[config.mk]
export PLATFORM = sky130hd
export DESIGN_NAME = pipe_dmem_responder
export DESIGN_NICKNAME = d
export VERILOG_FILES = /design/src/rtl/pipe_dmem_responder.sv
export SDC_FILE = /design/constraint.sdc
export NUM_CORES = 2
export LEC_CHECK = 0
export BUFFER_PORTS_ARGS = -buffer_cell sky130_fd_sc_hd__buf_2
export CORE_MARGIN = 1.5
export CORE_UTILIZATION = 54
export CTS_CLUSTER_SIZE = 28
export DETAILED_ROUTE_END_ITERATION = 7
export PLACE_DENSITY = 0.83
export SLEW_MARGIN = 10
export SYNTH_ARGS = -nofsm -noshare
export SYNTH_HDL_FRONTEND = slang
export SYNTH_SLANG_ARGS = --single-unit
[constraint.sdc]
create_clock -name clock -period 2.4 [get_ports clock]
set_clock_uncertainty 0.15 [all_clocks]
set_input_delay 0.48 -clock clock [delete_from_list [all_inputs] [get_ports clock]]
set_output_delay 0.48 -clock clock [all_outputs]
set_load 0.01 [all_outputs]
[src/rtl/pipe_dmem_responder.sv]
// Wait-state data-memory responder for the MEM stage.
// One access is accepted at a time and held for WAIT_CYCLES cycles. Completion
// is flagged with a one-cycle ready pulse. While an access is outstanding, stall
// holds the pipeline frozen.
module pipe_dmem_responder #(
  parameter int DEPTH_LOG2  = 5,
  parameter int WAIT_CYCLES = 2
) (
  input  logic        clock,
  input  logic        resetn,
  input  logic        req,
  input  logic        we,
  input  logic [31:0] addr,
  input  logic [31:0] wdata,
  output logic        ready,
  output logic [31:0] rdata,
  output logic        err,
  output logic        stall
);

  localparam int          DEPTH = 1 << DEPTH_LOG2;
  localparam int          AW    = DEPTH_LOG2 + 2;
  localparam logic [3:0]  WAIT4 = 4'(WAIT_CYCLES);

  typedef enum logic [1:0] {IDLE, BUSY, DONE} state_e;

  state_e            state_q;
  logic [3:0]        cnt_q;
  logic              we_q;
  logic [AW-1:0]     addr_q;
  logic [31:0]       wdata_q;
  logic              ready_q;
  logic [31:0]       rdata_q;
  logic              err_q;
  logic [31:0]       mem_q [DEPTH];

  // The access that completes this cycle. With zero wait states the FSM goes
  // straight from IDLE to DONE, so the live inputs are used before they are latched.
  logic                  acc_we;
  logic [AW-1:0]         acc_addr;
  logic [DEPTH_LOG2-1:0] acc_idx;
  logic                  acc_mis;
  logic                  enter_done;
  logic                  commit_wr;
  logic                  unused_addr_hi;

  assign acc_we     = (state_q == IDLE) ? we : we_q;
  assign acc_addr   = (state_q == IDLE) ? addr[AW-1:0] : addr_q;
  assign acc_idx    = acc_addr[AW-1:2];
  assign acc_mis    = |acc_addr[1:0];
  assign enter_done = ((state_q == IDLE) && req && (WAIT_CYCLES == 0)) ||
                      ((state_q == BUSY) && (cnt_q == 4'd1));
  // The store lands on the edge that leaves DONE. A reset during the access therefore discards it.
  assign commit_wr  = (state_q == DONE) && we_q && (addr_q[1:0] == 2'b00);
  // Upper address bits alias onto the same words and are deliberately dropped.
  assign unused_addr_hi = ^addr[31:AW];

  assign ready = ready_q;
  assign rdata = rdata_q;
  assign err   = err_q;
  assign stall = req & ~ready_q;

  // Access FSM: latch request in IDLE, count down in BUSY, pulse outputs in DONE
  always_ff @(posedge clock or negedge resetn) begin
    if (!resetn) begin
      state_q <= IDLE;
      cnt_q   <= 4'd0;
      we_q    <= 1'b0;
      addr_q  <= '0;
      wdata_q <= 32'd0;
      ready_q <= 1'b0;
      rdata_q <= 32'd0;
      err_q   <= 1'b0;
    end else begin
      ready_q <= 1'b0;
      rdata_q <= 32'd0;
      err_q   <= 1'b0;
      if (enter_done) begin
        ready_q <= 1'b1;
        err_q   <= acc_mis;
        rdata_q <= (!acc_we && !acc_mis) ? mem_q[acc_idx] : 32'd0;
      end
      case (state_q)
        IDLE: begin
          if (req) begin
            we_q    <= we;
            addr_q  <= addr[AW-1:0];
            wdata_q <= wdata;
            cnt_q   <= WAIT4;
            state_q <= (WAIT_CYCLES > 0) ? BUSY : DONE;
          end
        end
        BUSY: begin
          cnt_q <= cnt_q - 4'd1;
          if (cnt_q == 4'd1) state_q <= DONE;
        end
        DONE:    state_q <= IDLE;
        default: state_q <= IDLE;
      endcase
    end
  end

  // Word storage: cleared on reset, written when an aligned store retires
  always_ff @(posedge clock or negedge resetn) begin
    if (!resetn) begin
      for (int i = 0; i < DEPTH; i++) mem_q[i] <= 32'd0;
    end else if (commit_wr) begin
      mem_q[addr_q[AW-1:2]] <= wdata_q;
    end
  end

endmodule
### Word level (Yosys, flattened, before mapping)

Index checks and enable logic that the tools add are counted.

* add/sub/neg operators: 1
* $lt $le $gt $ge: 3
* eq/ne operators: 5
* multiplexer cells: 17
* bitwise logic cells: 4
* reduce and logical (&&, ||, !) cells: 14

Operator list (count)
* $bwmux W1024: 1
* $bmux W32 S5: 1
* $demux W32 S5: 1
* $mux W32: 5
* $ge A6 B6 Y1 const B: 2
* $not A5 Y6: 2
* $pmux W4 S2: 1
* $mux W7: 1
* $lt A6 B1 Y1 const B: 1
* $reduce_and A2 Y1: 3
* $logic_and A1 B1 Y1: 5
* $eq A4 B1 Y1 const B: 1
* $logic_not A2 Y1: 2
* $mux W2: 2
* $mux W4: 1
* $pmux W2 S2: 1
* $sub A4 B1 Y4 const B: 1
* $mux W1: 3
* $eq A2 B1 Y1 const B: 1
* $eq A2 B2 Y1 const B: 1
* $logic_not A1 Y1: 2
* $ne A2 B1 Y1 const B: 1
* $ne A2 B2 Y1 const B: 1
* $reduce_bool A2 Y1: 1
* other kinds (3): 3

* bits in registers: 1104
* bits of input ports: 68
* output and inout port bits: 35

### Longest topological paths before layout

* depth after elaboration: 8
* mapped depth: 9
* mapped depth without buffers: 7

### Worst setup path after synthesis

No wires, ideal clock.

* path kind: flip-flop to flip-flop
* from: reg state_q[0]
* to: reg rdata_q[7] (netlist: rdata[7])
* library setup time: 0.135 ns
* data arrival time: 2.064 ns
* path slack: 0.052 ns
* cell stages (with the launch flop): 9
* buffers on the path: 3
* path through: dfrtp_1 -> buf_4 -> nor2_4 -> mux2i_1 -> buf_2 -> clkbuf_1 -> mux4_2 -> a22oi_1 -> nand4_1

* longest elaborated chain between the ends: 8
* elaborated cells between the ends (all ways): 15
* those cells by class: 1 x eq/ne; 7 x mux; 1 x bitwise; 6 x reduce/logical

Ends and longest elaborated chain
* from (decl): RTL line 27 `state_e state_q;`
* from (signal assigned): RTL line 90 `state_q <= (WAIT_CYCLES > 0) ? BUSY : DONE;`
* $logic_not A2 Y1: RTL line 47, 48
* $mux W7: RTL line 48 `assign acc_addr = (state_q == IDLE) ? addr[AW-1:0] : addr_q;`
* $not A5 Y6 (implied by the code): RTL line 81 `rdata_q <= (!acc_we && !acc_mis) ? mem_q[acc_idx] : 32'd0;`
* $bmux W32 S5: RTL line 81
* $mux W32 (implied by the code) (2 in a row): RTL line 81
* $mux W32: RTL line 81
* $mux W32 (*): RTL line 78 `if (enter_done) begin`
* to (signal assigned): RTL line 81
* to (decl): RTL line 33 `logic [31:0] rdata_q;`

Every way passes the cells marked *; elsewhere a longest branch is shown, timed or not. The select of a mux whose other input is x is not followed.
A chain may end at the register's enable or synchronous reset.

### Final worst setup path

* from: reg state_q[1]
* to: reg rdata_q[1] (netlist: rdata[1])

The elaborated chain is that of the path after synthesis.

==> flow_summary.ini <==
[critical_path]
path_cells = buf_12 -> nor3b_4 -> buf_6 -> buf_12 -> o21ai_0 -> a32oi_1 -> o2111ai_1 -> buf_4 -> nand4_1
path_max_fanout = 51
rrSetupSlack_ps = -690
startpoint = state_q[1]
cp_common_cell = buf_12
reg2reg_to = rdata[1]
reg2reg_depth = 9
cp-start-kind = register
slowest_stage = a32oi_1
cp.required_ps = 2880
r2r_start = state_q[1]
cp_data_arrival_time_ps = 3570
endpoint_kind = register
cp_slowest_stage_delay_ps = 480
path_class = reg -> reg

[clocking]
cts_root_buffer = clkbuf_16
htreeDepth = 3
clock_sinks = 1104
cts_buffers = 108
clock_path_buffers = 3
insertion_delay_ps = 730
path_clk_slew_ps = 70
cts_tree = yes

[logic_synthesis]
synthXorXnorAreaFrac = 0
synthArstFlopShare = 1.000
yosys_most_used_dff = dfrtp_1
yosysTopAreaCell = dfrtp_1
synth_top_area_share = 0.5379
synthCells = 3657
synth_top_family_by_area = multiplexers
synth_fa_ha_area_frac = 0.0004872
avgSynthCellArea_sq_um = 14.05
synth_compound_area_frac = 0.04660
syn_nets = 3727
synth-edff-count = 0
synth-seq-area-share = 0.5379
ys_types = 54
ys_warn_count = 0
syn_area_sq_um = 51360
synth_area_leaders = dfrtp_1 (54%), mux2_1 (19%), mux4_2 (5.6%)
synth_seq_cells = 1104
synthSimpleGateAreaFrac = 0.04066
synthMuxAreaShare = 0.3408

[pwr]
leakage_nw = 30.98
totalPowerFinal_mw = 58.81
ir_drop_mv = 0.6369
clock_power_share = 0.309
p_int_mw = 37.36
p_comb_frac = 0.311
p_sw_mw = 21.45
p_per_area_nw_per_um2 = 917.5
switching_share = 0.3647
power_frac_seq = 0.380

[sta]
tightest_slew_ps = 1303
fmax_mhz = 324.1
period_minus_slack_ps = 3085
finalSetupViolations = 969
maxSlewHeadroom = 0.1314
hold_violations = 0
slew_violations = 0
fin_crit_sh = 1.285
rsz0062_at_grt = yes
setup_slack_ps = -685.1

[grt]
grt_max_degree = 94
antenna_found_initial = 13
grt_pass1_vias = 38700
overflow = 0
track_usage = 0.3501
grt_first_pass_wirelength_mm = 254.5

[die]
initial_core_util = 0.5479
rows = 112
dieArea_sq_um = 96980
die_h_um = 311.4
die_w_um = 311.4
core_area_sq_um = 93750
pin_count = 103

[drt]
ant_nets = 0
vias = 38280
routed_via_density = 7.196
routed_wl_mm = 190.0
drt-wirelength-per-cell_um = 35.73
drtPass1Iterations = 6
drt_iter0_markers = 5495
drc_errors = 0

[place]
place_ws_ps = -243.9
place_area_sq_um = 56310
place_hpwl_mm = 90.28
gp_congestion = 0.8638
port_buffers = 77

[cells_and_area]
area_growth_pct = 24.79
post-route-util = 0.6837
multi_input_area_sq_um = 23420
drive_above_1_share = 0.3392
nets = 4044
final.fill_count = 5302
design_area_sq_um = 64100
regArea_sq_um = 27630

[run]
max-cap-violations = 0

[status]
status = finished, violations left
failed_checks = negative setup slack

[min_path]
hp-class = in -> async
## worst max path at each step
stage | slack, ps | end
after floorplan | 50 | rdata[7]
after global placement | -180 | rdata[28]
after detailed placement | -240 | rdata[18]
after CTS | -210 | rdata[4]
after global routing | -680 | rdata[1]
final | -690 | rdata[1]
## layout make-up
class | count | area share
antenna | 8 | 0.0003123
timing repair buffer | 578 | 0.1203
tap | 1254 | 0.02448
inverter | 6 | 0.0003514
multi-input combinational | 2176 | 0.3654
clock buffer | 151 | 0.04796
clock inverter | 42 | 0.01007
sequential | 1104 | 0.4311
## registers in the layout (all words and copies together), names as in the netlist
signal and flops:
ready 1, err 1, addr_q 7, we_q 1
state_q 2, wdata_q 32, rdata 32, mem_q 1024
cnt_q 4
## cell usage after synthesis (2+ instances only)
master	number
mux2_2	185
nor2_1	30
or3_1	6
or4_1	2
or2_1	5
mux4_2	128
buf_4	7
nor4b_1	2
nand3_1	199
nand3b_1	2
nor4_2	4
o2111ai_1	64
a22oi_1	64
ha_1	2
clkbuf_1	206
buf_2	130
buf_1	12
nand2b_1	2
nor2b_1	3
mux2i_1	130
dfrtp_1	1104
o21ai_0	139
mux2_4	90
mux2_1	878
inv_1	5
and2_1	4
buf_6	16
nand2_1	117
nand4_1	33
a32oi_1	64
## cells by family (layout without fill, tap and decap cells)
group,count (synthesis),count (layout)
other,0,8
adder cells (fa/ha/maj),2,2
AO/OA/AOI/OAI,343,343
buffers and inverters,377,777
AND/OR/NAND/NOR,420,420
flip-flops,1104,1104
multiplexers,1411,1411
## power groups by stage
stage	Combinational (mW)	Clock (mW)	Sequential, mW
after global placement	14.2	0	22.2
final	18.3	18.2	22.4
after floorplan	8.74	0	20.1
after detailed placement	14.4	0	22.3
after global routing	18.4	18.8	22.4
after CTS	16.1	17.9	22.0
## layout by cell type, fill, tap and decap left out, drive strengths merged, types with 6 or more instances in the layout
cell type,synthesis,layout
nand4,33,33
o2111ai,64,64
or3,6,6
a32oi,64,64
mux2,1153,1153
clkinvlp,0,6
mux2i,130,130
mux4,128,128
nand3,199,199
dlygate4sd3,0,41
bufinv,0,12
clkinv,0,20
nor2,32,32
buf,165,519
dfrtp,1104,1104
inv,6,10
clkbuf,206,165
a22oi,64,64
diode,0,8
o21ai,141,141
nand2,117,117
## what timing repair did
item	in CTS	in global routing
hold buffers	41	0
hold endpoints to repair	472	0
cloned	29	15
pin swaps	43	43
gates resized for setup	123	237
buffers inserted	58	37
setup endpoints to repair	411	978
## stage by stage
| stage | hold WS (ps) | std cells | setup TNS, ps |
|---|---|---|---|
| 5_1_grt | 134.3 | 5311 | -83140 |
| 6_report | 125.1 | 5319 | -104410 |
| 2_1_floorplan | 34.41 | 3657 | 0 |
| 3_5_place_dp | 260.6 | 4942 | -17260 |
| 3_3_place_gp | 263.3 | 4942 | -9878 |
| 4_1_cts | 44.36 | 5263 | -16870 |
## routing by layer
| layer | vias up | GRT usage | wire length (um) |
|---|---|---|---|
| met5 | - | 0 | 140 |
| met4 | 16 | 0.2298 | 16490 |
| met3 | 1240 | 0.1227 | 27600 |
| met2 | 3484 | 0.5203 | 82250 |
| met1 | 19320 | 0.4337 | 63550 |
| li1 | 14220 | - | - |
## critical path, delay by kind of cell, from the launching register on
| kind | cells | cell delay (ps) |
|---|---|---|
| compound gates | 3 | 1020 |
| buf+inv | 4 | 880 |
| simple gates | 2 | 460 |
| flops | 1 | 420 |
Note: power is estimated with default switching activity, not from simulation.
